===== src/rtl/cachewb_pkg.sv =====
// cachewb_pkg: shared types and default geometry for the victim writeback slice.
//   state_t      - writeback FSM states
//   *_DEF        - default cache/bus geometry
//   BEATS, BEATCNTLEN, LOGNUMWAYS - derived from the default geometry
package cachewb_pkg;

    localparam int unsigned NUMWAYS_DEF   = 4;
    localparam int unsigned SETLEN_DEF    = 7;
    localparam int unsigned OFFSETLEN_DEF = 6;
    localparam int unsigned TAGLEN_DEF    = 43;
    localparam int unsigned LINELEN_DEF   = 512;
    localparam int unsigned BEATLEN_DEF   = 64;

    localparam int unsigned BEATS      = LINELEN_DEF / BEATLEN_DEF;
    localparam int unsigned BEATCNTLEN = $clog2(BEATS);
    localparam int unsigned LOGNUMWAYS = $clog2(NUMWAYS_DEF);

    typedef enum logic [2:0] {
        IDLE = 3'd0,
        ADR  = 3'd1,
        DATA = 3'd2,
        RESP = 3'd3,
        DONE = 3'd4
    } state_t;

endpackage


===== src/rtl/binencoder.sv =====
// binencoder: one-hot to binary index encoder.
//   i_onehot [N]     one-hot input (multi-hot gives an undefined index)
//   o_idx    [W]     binary index of the set bit; 0 when no bit is set
module binencoder #(
    parameter int unsigned N = 4,
    parameter int unsigned W = $clog2(N)
) (
    input  logic [N-1:0] i_onehot,
    output logic [W-1:0] o_idx
);

    always_comb begin
        o_idx = '0;
        for (int unsigned i = 0; i < N; i++) begin
            if (i_onehot[i]) begin
                o_idx = o_idx | i[W-1:0];
            end
        end
    end

endmodule


===== src/rtl/cachewb_linebuf.sv =====
// cachewb_linebuf: capture register for the victim tag, set and line, plus the
// beat selector that feeds the bus data channel.
//   clk          clock
//   i_en         capture enable
//   i_tag/i_set/i_line   victim fields to capture
//   i_beat_idx   beat number to present (beat 0 = least significant bits)
//   o_tag/o_set  captured tag and set
//   o_beat       selected beat of the captured line
module cachewb_linebuf #(
    parameter int unsigned TAGLEN  = 43,
    parameter int unsigned SETLEN  = 7,
    parameter int unsigned LINELEN = 512,
    parameter int unsigned BEATLEN = 64,
    parameter int unsigned CNTLEN  = $clog2(LINELEN / BEATLEN)
) (
    input  logic               clk,
    input  logic               i_en,
    input  logic [TAGLEN-1:0]  i_tag,
    input  logic [SETLEN-1:0]  i_set,
    input  logic [LINELEN-1:0] i_line,
    input  logic [CNTLEN-1:0]  i_beat_idx,
    output logic [TAGLEN-1:0]  o_tag,
    output logic [SETLEN-1:0]  o_set,
    output logic [BEATLEN-1:0] o_beat
);

    logic [TAGLEN-1:0]  r_tag;
    logic [SETLEN-1:0]  r_set;
    logic [LINELEN-1:0] r_line;

    // Contents are don't-care after reset, so no reset term is needed.
    always_ff @(posedge clk) begin
        if (i_en) begin
            r_tag  <= i_tag;
            r_set  <= i_set;
            r_line <= i_line;
        end
    end

    assign o_tag  = r_tag;
    assign o_set  = r_set;
    assign o_beat = r_line[i_beat_idx*BEATLEN +: BEATLEN];

endmodule


===== src/rtl/cache_victim_writeback.sv =====
// cache_victim_writeback: captures the victim line chosen by replacement and,
// when dirty, drains it to memory as address phase, BEATS data beats and a
// write response. Clean victims complete without bus traffic.
//   clk, reset_n                     clock, async active-low reset
//   EvictReq/EvictReady              eviction request handshake
//   VictimWay/Dirty/Tag/Set/Line     victim description
//   BusAdrValid/Ready, BusAdr        address phase
//   BusDataValid/Ready, BusData, BusDataLast   data beats
//   BusRespValid, BusRespErr         write response
//   EvictDone, EvictErr, EvictWayEnc completion pulse and status
module cache_victim_writeback
    import cachewb_pkg::*;
#(
    parameter int unsigned NUMWAYS   = NUMWAYS_DEF,
    parameter int unsigned SETLEN    = SETLEN_DEF,
    parameter int unsigned OFFSETLEN = OFFSETLEN_DEF,
    parameter int unsigned TAGLEN    = TAGLEN_DEF,
    parameter int unsigned LINELEN   = LINELEN_DEF,
    parameter int unsigned BEATLEN   = BEATLEN_DEF
) (
    input  logic                                clk,
    input  logic                                reset_n,
    input  logic                                EvictReq,
    output logic                                EvictReady,
    input  logic [NUMWAYS-1:0]                  VictimWay,
    input  logic                                VictimDirty,
    input  logic [TAGLEN-1:0]                   VictimTag,
    input  logic [SETLEN-1:0]                   VictimSet,
    input  logic [LINELEN-1:0]                  VictimLine,
    output logic                                BusAdrValid,
    input  logic                                BusAdrReady,
    output logic [TAGLEN+SETLEN+OFFSETLEN-1:0]  BusAdr,
    output logic                                BusDataValid,
    input  logic                                BusDataReady,
    output logic [BEATLEN-1:0]                  BusData,
    output logic                                BusDataLast,
    input  logic                                BusRespValid,
    input  logic                                BusRespErr,
    output logic                                EvictDone,
    output logic                                EvictErr,
    output logic [$clog2(NUMWAYS)-1:0]          EvictWayEnc
);

    localparam int unsigned L_BEATS   = LINELEN / BEATLEN;
    localparam int unsigned L_CNTLEN  = $clog2(L_BEATS);
    localparam int unsigned L_WAYLEN  = $clog2(NUMWAYS);
    localparam logic [L_CNTLEN-1:0]  LAST_BEAT = L_CNTLEN'(L_BEATS - 1);
    localparam logic [OFFSETLEN-1:0] OFS_ZERO  = '0;

    state_t               r_state;
    logic [L_CNTLEN-1:0]  r_cnt;
    logic                 r_err;
    logic [L_WAYLEN-1:0]  r_way_enc;

    logic                 w_accept;
    logic [L_WAYLEN-1:0]  w_way_enc;
    logic [TAGLEN-1:0]    w_tag;
    logic [SETLEN-1:0]    w_set;
    logic [BEATLEN-1:0]   w_beat;

    assign w_accept = EvictReq && (r_state == IDLE);

    binencoder #(
        .N (NUMWAYS),
        .W (L_WAYLEN)
    ) u_enc (
        .i_onehot (VictimWay),
        .o_idx    (w_way_enc)
    );

    cachewb_linebuf #(
        .TAGLEN  (TAGLEN),
        .SETLEN  (SETLEN),
        .LINELEN (LINELEN),
        .BEATLEN (BEATLEN),
        .CNTLEN  (L_CNTLEN)
    ) u_linebuf (
        .clk        (clk),
        .i_en       (w_accept),
        .i_tag      (VictimTag),
        .i_set      (VictimSet),
        .i_line     (VictimLine),
        .i_beat_idx (r_cnt),
        .o_tag      (w_tag),
        .o_set      (w_set),
        .o_beat     (w_beat)
    );

    always_ff @(posedge clk or negedge reset_n) begin
        if (!reset_n) begin
            r_state   <= IDLE;
            r_cnt     <= '0;
            r_err     <= 1'b0;
            r_way_enc <= '0;
        end else begin
            case (r_state)
                IDLE: begin
                    if (EvictReq) begin
                        r_way_enc <= w_way_enc;
                        r_err     <= 1'b0;
                        // A zero way vector has nothing to write back.
                        r_state   <= (VictimDirty && (|VictimWay)) ? ADR : DONE;
                    end
                end
                ADR: begin
                    if (BusAdrReady) begin
                        r_cnt   <= '0;
                        r_state <= DATA;
                    end
                end
                DATA: begin
                    if (BusDataReady) begin
                        if (r_cnt == LAST_BEAT) begin
                            r_cnt   <= '0;
                            r_state <= RESP;
                        end else begin
                            r_cnt <= r_cnt + 1'b1;
                        end
                    end
                end
                RESP: begin
                    if (BusRespValid) begin
                        r_err   <= BusRespErr;
                        r_state <= DONE;
                    end
                end
                DONE:    r_state <= IDLE;
                default: r_state <= IDLE;
            endcase
        end
    end

    // Payload outputs are forced to zero outside their phase so the bus sees
    // no stale buffer contents after reset or between evictions.
    assign EvictReady   = (r_state == IDLE);
    assign BusAdrValid  = (r_state == ADR);
    assign BusAdr       = BusAdrValid ? {w_tag, w_set, OFS_ZERO} : '0;
    assign BusDataValid = (r_state == DATA);
    assign BusData      = BusDataValid ? w_beat : '0;
    assign BusDataLast  = BusDataValid && (r_cnt == LAST_BEAT);
    assign EvictDone    = (r_state == DONE);
    assign EvictErr     = EvictDone && r_err;
    assign EvictWayEnc  = EvictDone ? r_way_enc : '0;

endmodule

===== config.mk =====
export PLATFORM = sky130hd
export DESIGN_NAME = cache_victim_writeback
export DESIGN_NICKNAME = d
export VERILOG_FILES = /design/src/rtl/cachewb_pkg.sv /design/src/rtl/binencoder.sv /design/src/rtl/cachewb_linebuf.sv /design/src/rtl/cache_victim_writeback.sv
export SDC_FILE = /design/constraint.sdc
export NUM_CORES = 1
export LEC_CHECK = 0
export CORE_AREA = 4 4 274 276
export CTS_BUF_LIST = sky130_fd_sc_hd__clkbuf_8
export CTS_CLUSTER_SIZE = 10
export DETAILED_ROUTE_END_ITERATION = 16
export DIE_AREA = 0 0 278 280
export GPL_ROUTABILITY_DRIVEN = 0
export GPL_TIMING_DRIVEN = 0
export PLACE_DENSITY = 0.55
export SYNTH_ARGS = -nofsm -noshare
export SYNTH_HDL_FRONTEND = slang
export SYNTH_SLANG_ARGS = --single-unit

===== constraint.sdc =====
create_clock -name clk -period 37.6 [get_ports clk]
set_clock_uncertainty 0.15 [all_clocks]
set_input_delay 7.52 -clock clk [delete_from_list [all_inputs] [get_ports clk]]
set_output_delay 7.52 -clock clk [all_outputs]
set_load 0.03 [all_outputs]

==> flow_summary.toml <==
[cts]
cts-hold-fix-buffers = 0
cts.path.max_buffers = 3
cts.sinks = 571
clkLatencyLatePin_ns = 0.66
cts_setup_buffers = 0
cts_tree = "yes"
cts_root_buf = "clkbuf_8"
cts_resized = 0
clk_pin_slew_ns = 0.06
cts_buffers = 100
htree_levels = 3

[global_routing]
grt_use_met2 = 0.301
met3_usage = 0.0577
grt_start_max_net_pins = 18
met1_usage = 0.188
grt_overflow = 0
grt_first_pass_wirelength_microns = 95500
top_usage_layer = "met2"
antenna_found_initial = 22
first_global_vias = 14100
grt_usage = 0.169

[sta]
worst_pin_slew_ns = 1.06
maxClockFrequency_mhz = 89.1
hold_viol = 0
setup_viol = 0
min_period_ns = 11.22
rsz0062_at_grt = "false"
drv_slew = 0
worst_slack_ns = 26.38
whs_ns = 0.389
setup_tns_ns = 0
max_slew_margin = 0.291
period_share = 0.298

[critical_path]
path_class = "reg2out"
ff2ff_setup_slack_ns = 33.78
critPathMaxFanout = 10
worstPathRequired_ns = 29.93
crit_arrival_ns = 3.55
r2r_end = "u_linebuf.r_line[480]"
r2r-start = "r_state[2]"
reg2regPathDepth = 12
crit_path_start_kind = "register"
cp-end-kind = "output pin"

[detailed_routing]
dr.pass1.iters = 5
drt_iter0_drc = 807
via_count = 12600
viasPerCell = 4.47
post_drt_wl_per_cell_microns = 24.1
drcViolationCount = 0
wl_microns = 67700
ant_nets = 0

[logic_synthesis]
synth_top_cell_by_area = "edfxtp_1"
synth_top_area_frac = 0.785
synth.avg_cell_area_sq_um = 23.4
synthDistinctLibCells = 31
synthTopCellsByArea = "edfxtp_1 78%, mux4_2 13%, a22o_1 2.6%"
yosys_warnings = 0
synth_ff_type = "edfxtp_1"
synthArstFlopShare = 0.0158
synth_seq_area_share = 0.795
ys_seq_elements = 571
syn_inst = 918
synth-edff-count = 562
syn-cell-area_sq_um = 21500

[power_and_ir_drop]
p_int_w = 0.00148
power_density_nw_per_um2 = 66.7
p_leak_nw = 10.8
seqPwrFrac = 0.442
p_comb_frac = 0.313
peakVddDrop_uv = 29.8
p_sw_frac = 0.306
netSwitchingPower_w = 0.000654
p_total_w = 0.00214
pwr-share-clk = 0.245

[floorplanning]
core_area_sq_um = 72600
ioPinCount = 702
initial_utilization = 0.296
die_area_sq_um = 77800
die_height_microns = 280
row_count = 99
fp.dieW_microns = 278

[min_path]
holdPathStages = 2
hold_end = "r_err"
hold_start = "r_err"
hold_class = "reg2reg"

[place]
numPortBuffers = 695
dp_hpwl_microns = 51700
dpl_worst_slack_ns = 26.45

[run]
cap_violations = 0

[cells_and_area]
drive_gt1_frac = 0.183
final_util = 0.441
final_nets = 2336
syn_to_final_growth_pct = 49.0

[run_status]
status = "complete, no violations"
[cells in the mapped netlist, types with 3 or more instances]
cell type	instances
buf_4	9
nand2_1	5
and3_1	3
inv_1	5
edfxtp_1	562
nor2_1	5
buf_6	8
mux4_2	128
buf_2	22
a22o_1	64
nand3b_1	3
dfrtp_1	9
a21oi_1	4
clkbuf_1	17
and2_1	54
[cell usage in the layout (no fill, tap or decap), types with 13 or more instances in the layout]
cell type	count
and2_1	54
buf_2	22
clkbuf_1	17
edfxtp_1	562
buf_8	13
a22o_1	64
inv_1	34
mux4_2	128
diode_2	14
clkinv_1	23
buf_6	35
clkinv_2	14
clkbuf_8	101
clkdlybuf4s50_1	695
[power by group through the flow]
stage	registers (W)	clock network, W	logic [W]
CTS	0.000948	0.000546	0.000686
global route	0.000959	0.000575	0.000715
global placement	0.00111	0	0.000632
detailed placement	0.000959	0	0.000684
finish	0.000945	0.000524	0.000669
floorplan	0.00105	0	0.000384
[final cells by class]
cell class                 instances  area, sq um
multi-input combinational        290         4070
antenna                           14         35.0
timing repair buffer             735         7460
fill                            6432        40600
clock buffer                     101         1390
tap                              959         1200
buffer                            57          335
inverter                           5         18.8
clock inverter                    77          428
sequential                       571        17100
[per-layer routing]
metal  up-vias  share of wire
met5         -         0.0013
met4        12          0.027
met3       118          0.084
met2       547           0.53
met1      6286           0.36
li1       5597              -
[worst max path at each step]
| stage | end | slack [ns] | cells past startpoint | from |
|---|---|---|---|---|
| floorplan | u_linebuf.o_set[0] | 11.50 | 1 | EvictReq |
| global placement | u_linebuf.r_line[35] | 4.54 | 2 | EvictReq |
| detailed placement | u_linebuf.r_line[224] | 26.45 | 12 | EvictReq |
| CTS | BusData[53] | 26.12 | 5 | r_cnt[1] |
| global route | BusData[2] | 26.10 | 5 | r_cnt[1] |
| finish | BusData[2] | 26.38 | 5 | r_cnt[1] |
[per-stage QoR]
stage          cells  area, sq um
3_3_place_gp    2577        29700
2_1_floorplan    923        21500
6_report        2809        32000
5_1_grt         2806        32000
3_5_place_dp    2617        30200
4_1_cts         2795        32000
[cells by family after synthesis]
kind of cell,Yosys count,share of synthesized area
adder cells (fa/ha/maj),2,0.00116
multiplexers,131,0.136
other,1,0.000174
AND/OR/NAND/NOR,78,0.0225
buffers and inverters,62,0.0165
flip-flops,571,0.795
AO/OA/AOI/OAI,73,0.0287
[worst max-delay path, cell delays in order (launching register included)]
cell and delay [ns]:
dfrtp_1 0.38, buf_2 0.44, buf_1 0.70, mux4_2 0.53, a22o_1 0.23, clkdlybuf4s50_1 0.62
[flip-flops by register name (all words and copies together) (netlist names)]
register,flops
r_cnt,3
u_linebuf.o_tag,43
u_linebuf.o_set,7
r_state,3
r_way_enc,2
r_err,1
u_linebuf.r_line,512
Note: power is estimated with default switching activity, not from simulation.
